`config.mk`:
```
export PLATFORM = sky130hd
export DESIGN_NAME = reg_writeback_stage
export DESIGN_NICKNAME = d
export VERILOG_FILES = /design/src/rtl/reg_writeback_stage.sv
export SDC_FILE = /design/constraint.sdc
export NUM_CORES = 1
export LEC_CHECK = 0
export ABC_CLOCK_PERIOD_IN_PS = 2600
export BUFFER_PORTS_ARGS = -buffer_cell sky130_fd_sc_hd__buf_4
export CORE_MARGIN = 5
export CORE_UTILIZATION = 48
export CTS_CLUSTER_DIAMETER = 100
export DETAILED_ROUTE_END_ITERATION = 7
export PLACE_DENSITY = 0.79
export REMOVE_ABC_BUFFERS = 1
export SYNTH_ARGS = -nofsm -noshare
export SYNTH_HDL_FRONTEND = slang
export SYNTH_SLANG_ARGS = --single-unit
```
`constraint.sdc`:
```
create_clock -name clk -period 2.6 [get_ports clk]
set_input_delay 0.26 -clock clk [delete_from_list [all_inputs] [get_ports clk]]
set_output_delay 0.26 -clock clk [all_outputs]
set_load 0.03 [all_outputs]
```
`src/rtl/reg_writeback_stage.sv`:
```
// Writeback stage: a W pipeline register, the register-file write port, write-through
// bypass for the two decode read ports, and a retired-instruction counter.

module reg_writeback_bypass #(
  parameter int XLEN = 32
) (
  input  logic [4:0]      a,
  input  logic [XLEN-1:0] rf,
  input  logic            we,
  input  logic [4:0]      wa,
  input  logic [XLEN-1:0] wd,
  output logic [XLEN-1:0] byp
);
  always_comb begin
    byp = rf;
    if (a == 5'd0)          byp = '0;
    else if (we && a == wa) byp = wd;
  end
endmodule

module reg_writeback_stage #(
  parameter int XLEN = 32,
  parameter int CNTW = 64
) (
  input  logic            clk,
  input  logic            rst,
  input  logic            valid_m,
  input  logic            reg_write_m,
  input  logic [1:0]      result_src_m,
  input  logic [4:0]      rd_m,
  input  logic [XLEN-1:0] alu_result_m,
  input  logic [XLEN-1:0] read_data_m,
  input  logic [XLEN-1:0] pc_plus4_m,
  input  logic [XLEN-1:0] imm_ext_m,
  input  logic            stall_w,
  input  logic            flush_w,
  input  logic [4:0]      a1,
  input  logic [4:0]      a2,
  input  logic [XLEN-1:0] rd1_rf,
  input  logic [XLEN-1:0] rd2_rf,
  output logic [4:0]      a3,
  output logic [XLEN-1:0] wd3,
  output logic            we3,
  output logic [XLEN-1:0] rd1_byp,
  output logic [XLEN-1:0] rd2_byp,
  output logic            valid_w,
  output logic [CNTW-1:0] instret
);
  localparam int NUM_PORTS = 2;

  typedef struct packed {
    logic            valid;
    logic            reg_write;
    logic [1:0]      src;
    logic [4:0]      rd;
    logic [XLEN-1:0] alu;
    logic [XLEN-1:0] ld;
    logic [XLEN-1:0] pc4;
    logic [XLEN-1:0] imm;
    logic            done;
  } wstage_t;

  wstage_t         w_q, w_d;
  logic [CNTW-1:0] instret_q, instret_d;
  logic            capture;

  assign capture = ~stall_w & ~flush_w;

  // done marks a stalled instruction that has already written, so it writes only once.
  always_comb begin
    w_d = w_q;
    if (flush_w) begin
      w_d.valid     = 1'b0;
      w_d.reg_write = 1'b0;
      w_d.done      = 1'b0;
    end else if (!stall_w) begin
      w_d.valid     = valid_m;
      w_d.reg_write = reg_write_m;
      w_d.src       = result_src_m;
      w_d.rd        = rd_m;
      w_d.alu       = alu_result_m;
      w_d.ld        = read_data_m;
      w_d.pc4       = pc_plus4_m;
      w_d.imm       = imm_ext_m;
      w_d.done      = 1'b0;
    end else begin
      w_d.done      = w_q.done | we3;
    end
  end

  always_comb begin
    instret_d = instret_q + CNTW'(valid_m & capture);
  end

  always_ff @(posedge clk or negedge rst) begin
    if (!rst) begin
      w_q       <= '0;
      instret_q <= '0;
    end else begin
      w_q       <= w_d;
      instret_q <= instret_d;
    end
  end

  always_comb begin
    unique case (w_q.src)
      2'b00:   wd3 = w_q.alu;
      2'b01:   wd3 = w_q.ld;
      2'b10:   wd3 = w_q.pc4;
      default: wd3 = w_q.imm;
    endcase
  end

  assign a3      = w_q.rd;
  assign we3     = w_q.valid & w_q.reg_write & (w_q.rd != 5'd0) & ~w_q.done;
  assign valid_w = w_q.valid;
  assign instret = instret_q;

  logic [NUM_PORTS-1:0][4:0]      rd_addr;
  logic [NUM_PORTS-1:0][XLEN-1:0] rf_data;
  logic [NUM_PORTS-1:0][XLEN-1:0] byp;

  assign rd_addr = {a2, a1};
  assign rf_data = {rd2_rf, rd1_rf};

  for (genvar p = 0; p < NUM_PORTS; p++) begin : g_byp
    reg_writeback_bypass #(.XLEN(XLEN)) u_byp (
      .a  (rd_addr[p]),
      .rf (rf_data[p]),
      .we (we3),
      .wa (a3),
      .wd (wd3),
      .byp(byp[p])
    );
  end

  assign rd1_byp = byp[0];
  assign rd2_byp = byp[1];
endmodule

```
# Word-level counts from Yosys, hierarchy flattened
# Index checks and enable logic that the tools add are counted.
dict set report word_totals {
  register_bits 202
  output_inout_bits 167
  word_cells 41
  input_bits 215
}
dict set report classes {
  n_reduce_logical 7
  n_bitwise 9
  eq_ne 5
  addsub 1
  muxes 9
}
# cell count
set op_table {}
lappend op_table {{$mux 137} 1}
lappend op_table {{$mux 32} 4}
lappend op_table {{$pmux 32 s3} 1}
lappend op_table {{$add 64x1->64} 1}
lappend op_table {{$eq 5x5->1} 2}
lappend op_table {{$logic_not 5->1} 2}
lappend op_table {{$and 1x1->1} 5}
lappend op_table {{$reduce_bool 5->1} 1}
lappend op_table {{$not 1->1} 3}
lappend op_table {{$eq 2x1->1 const B} 1}
lappend op_table {{$eq 2x2->1 const B} 1}
lappend op_table {{$logic_and 1x1->1} 2}
lappend op_table {{$logic_not 2->1} 1}
lappend op_table {{$mux 1} 2}
lappend op_table {{$mux 2} 1}
lappend op_table {{$ne 2x1->1 const B} 1}
lappend op_table {{$reduce_and 2->1} 1}
lappend op_table {{$or 1x1->1} 1}

# Logic depth before layout (Yosys ltp)
dict set report depth {
  ltp_word 6
  depth_mapped 12
  ltp_nobuf 9
}

# Modules after synthesis
# A second synthesis with hierarchy kept.
dict set report hier_totals {
  cells_unflattened 871
  area_unflattened_um2 10254.8
}
# module cells_per_inst area_per_inst_um2 seq_area_each_um2 n_inst
set modules_own_cells {}
lappend modules_own_cells {reg_writeback_stage 625 8973.6 5054.8 1}
lappend modules_own_cells {reg_writeback_bypass 123 640.6 0.0 2}

# Worst setup path before layout
# OpenSTA, ideal clock, no wires.
dict set report synth_timing {
  kind {in2reg}
  start {input port stall_w}
  end {register instret_q[48], in the netlist instret[48]}
  n_path_buf 3
  setup_slack_ps -489
  cell_stages 12
  t_arrival_ps 3008
  setup_time_ps 80
  required_ps 2520
  cell_sequence {clkbuf_1 -> nor2_1 -> clkbuf_1 -> buf_2 -> and2_1 -> ha_1 -> ha_1 -> nand3_1 -> nor4_1 -> nand4_1 -> nor4_1 -> xor2_1}
}
dict set report synth_between {
  elab_chain_len 4
}
# item line
set synth_lines {}
lappend synth_lines {{start: declaration} 35} ;# input logic stall_w,
lappend synth_lines {{$not 1->1 (no source line)} --}
lappend synth_lines {{$and 1x1->1} 67} ;# assign capture = ~stall_w & ~flush_w;
lappend synth_lines {{$and 1x1->1} 92} ;# instret_d = instret_q + CNTW'(valid_m & capture);
lappend synth_lines {{$add 64x1->64} 92}
lappend synth_lines {{named net instret_d[48]} 64} ;# logic [CNTW-1:0] instret_q, instret_d;
lappend synth_lines {{end signal: assignment} 101} ;# instret_q <= instret_d;
lappend synth_lines {{end: declaration} 64}
# The timed path passes the listed nets, and every way through them passes these cells.
# A chain may end at the register's enable or synchronous reset.

# Worst setup path in the final report
dict set report layout_timing {
  start {register w_q, in the netlist a3[4]}
  end {output port rd2_byp[21]}
}
dict set report layout_between {
  elab_chain_len 6
  word_cells_on_any_way 7
  cone_classes {eq/ne: 1; mux: 2; bitwise: 2; reduce/logical: 2}
}
# item line
set layout_lines {}
lappend layout_lines {{start: declaration} 63} ;# wstage_t w_q, w_d;
lappend layout_lines {{start signal: assignment} 100} ;# w_q <= w_d;
lappend layout_lines {{$reduce_bool 5->1} 115} ;# assign we3 = w_q.valid & w_q.reg_write & (w_q.rd != 5'd0) & ~w_q.done;
lappend layout_lines {{$and 1x1->1 (2 in a row)} 115}
lappend layout_lines {{$logic_and 1x1->1 *} 17} ;# else if (we && a == wa) byp = wd;
lappend layout_lines {{$mux 32 *} 17}
lappend layout_lines {{$mux 32 *} 16} ;# if (a == 5'd0) byp = '0;
lappend layout_lines {{end: declaration} 45} ;# output logic [XLEN-1:0] rd2_byp,
# Mark *: on every way between the ends. The rest lies on a longest branch, timed or not.

==> impl_results.md <==
- Synth Cell Area: roughly 0.010 mm²
- Final wirelength: ~35 mm
- Commonest non-fill, non-tap cell in the layout: buf_4
- Nets: ~1.5k
- WS Path Type: flop to output port
- Fin Clk Skew: 0.00762 ns
- Post-DP Area: 0.0133 mm²
- CP required: between 2 and 2.5 ns
- Largest net degree at the start of global routing: between 100 and 150
- Vias per std cell: 5.46
- Final period util: 115%
- Seq pwr share: 39.8%
- DP HPWL: 23.1 mm
- Min-delay worst type: input pin to flop
- RSZ-0062 raised after global routing: true
- Pwr Density: just over 600 mW/mm²
- Vias: 8,627
- Endpoints failing setup: 64
- Non-filler cells, final: around 1.6k
- DRC Markers: 0
- Floorplan row count: 52
- Outcome: finished, violations left
- Area leader, netlist: dfrtp_1
- Final core utilization: between 70% and 80%
- CTS tree: done
- Port Buffers: roughly 380
- Commonest cells after routing, fill and taps aside: 397 x buf_4, 201 x dfrtp_1, 135 x mux2_2
- Worst Slack Setup Final: -0.397 ns
- Crit start category: flop
- Pre-CTS setup slack: -0.176 ns
- Synth top area share: just over 50%
- Layout Area Growth over Synthesis: 53.7%
- Most area-consuming cells after synthesis: dfrtp_1 51%, mux2_2 15%, mux4_2 7.2%
- H-tree depth: 1
- Failing checks: negative setup slack
- Max VDD drop: between 0.4 and 0.5 mV
- Initial Util: 49.1%
- Vias in the first global route: a little over 9k
- Die area: between 0.02 and 0.025 mm²
- Syn Inst Count: approximately 800
- GR Util All Layers: between 20% and 30%
- Final Cell Area: between 0.015 and 0.02 mm²
- Min cycle time layout: ~3.0 ns
- Layout cells sized above 1: between 40 and 50%
- Final hold violation count: 0
- Ports: roughly 380
- Worst Setup End Kind: output port
- Die H: about 150 µm
- Max Cap Violations: 0
- Fillers: 1,276
- Int Pwr: ~6.6 mW
- Num CTS Buffers: 23
- Leak Pwr: between 7 and 8 nW
- Maximum clock rate: between 0.3 and 0.4 GHz
- Synth Warn #: 0
- Clk root buf: clkbuf_16
- Initial DRC count: 513
- R2r setup slk: about 0.40 ns
- Most frequent CP cell: buf_4
- Top cell family by delay on the critical path: buffers and inverters
- Worst skew pair latency: between 0.4 and 0.5 ns
- DR pass1 iterations: 5
- CORE AREA: between 0.02 and 0.025 mm²
- Placed insts: ~1.4k
- Cells along the critical path: buf_4, buf_4, xnor2_2, nand3_1, nor4_4, buf_6, buf_6, mux2i_1, nor2_1, buf_4
- Initial antenna violation count: 3
- Crit path largest cell delay: between 0.3 and 0.4 ns
- Synth Register Bits: roughly 200
- Routed WL per cell: 21.9 µm
- Psw: 2.80 mW
- Clock share of power: around 33%
- Critical path buffer and inverter count: 5
- First-pass GRT wire length: just over 50 mm
- Critical path arrival: ~2.7 ns
- Clk buf depth: 3
- Post-synthesis sequential area ratio: 50.6%
- Remaining global-route overflow: 0
- Sw Ratio: 29.9%
- Die X-Extent: between 150 and 200 µm
- CTS clk-pin slew, worst paths: roughly 0.06 ns
- Gpl congestion: 0.950
- Post-synthesis cell type count: 33
- Logic pwr share: 27.6%
- Clock Sinks: between 200 and 250
- Worst-Margin Slew: 0.795 ns
- Avg Inst Size Synth: between 10 and 15 µm²
- CP max stage cell: dfrtp_1
- TNS Setup: -18.59 ns
- Max transition margin: between 40 and 50%
- Hold slack: approximately 0.016 ns
- Total power: approximately 9.4 mW
- Largest fanout on the critical path: 16
- Max-slew violations: 0
- Antenna-violating nets left: 0
==> metal layers <==
layer / vias up / global-route usage, % / routed length (µm)
met5: - / 0 / 0
met4: 0 / 8.45 / 1200
met3: 78 / 5.31 / 2480
met2: 412 / 46.5 / 17700
met1: 4317 / 33.0 / 13200
li1: 3820 / - / -
==> power by group through the flow <==
stage	Clock, mW	Sequential [mW]	Combinational, mW
final	3.05	3.73	2.59
after global routing	3.24	3.77	2.72
after CTS	3.11	3.71	2.54
after detailed placement	0	3.76	2.37
after global placement	0	3.74	2.34
after floorplan	0	3.84	1.26
==> synth_stat cells (all sizes together) <==
library cell	n
and3	8
and3b	1
mux4	32
o21ai	1
and2	1
and4	3
dfrtp	202
nor2b	1
nand3	26
inv	9
nor2	92
or2b	1
or3b	1
nor3	14
or4	5
clkbuf	23
nand2	23
mux2	135
or2	1
o2111ai	1
ha	2
buf	18
nand4	25
xnor2	40
mux2i	66
xor2	32
nor4	14
==> state kept, by name, summed over array words and instances (netlist names) <==
register  flops
instret      64
w_q         132
a3            5
valid_w       1
==> logic make-up after synthesis <==
family	share of synthesized area (%)
DFF	50.6
AOI/OAI and AO/OA	0.200
xor gates and xnor gates	6.31
muxes	29.0
and+or+nand+nor	11.0
buffers and inverters	2.60
adders and majority gates	0.250
==> cell type report <==
type / instances / area (µm²) / area share (%)
clock inverter: 7 / 62.6 / 0.407
multi-input combinational: 525 / 4770 / 31.0
timing repair buffer: 530 / 4450 / 29.0
sequential: 202 / 5060 / 32.9
antenna: 3 / 7.51 / 0.0488
tap: 270 / 338 / 2.20
clock buffer: 34 / 647 / 4.21
inverter: 9 / 33.8 / 0.220
==> worst reg2reg max path, stage by stage (launching register included) <==
cell	delay, ns
dfrtp_1	0.46
nand4_1	0.25
nor4_4	0.49
nand4_1	0.43
nor3_1	0.33
xor2_1	0.17
==> worst paths after layout <==
check / cells past startpoint / start / endpoint
max: 10 / a3[4] / rd2_byp[21]
min: 2 / read_data_m[4] / w_q[69]
max reg2reg: 5 / instret[13] / instret[38]
min reg2reg: 1 / instret[63] / instret[63]
max in group asynchronous: 3 / rst / w_q[134]
min in group asynchronous: 2 / rst / a3[2]
==> what timing repair did <==
action                                 CTS  global route
setup buffers                            5             7
setup endpoints to repair               64            72
pin swaps                                2             8
cloned                                   0             5
resized for setup                        3            21
hold buffers                           106             6
endpoints found under the hold margin  152             6
(Power assumes the default switching activity.)
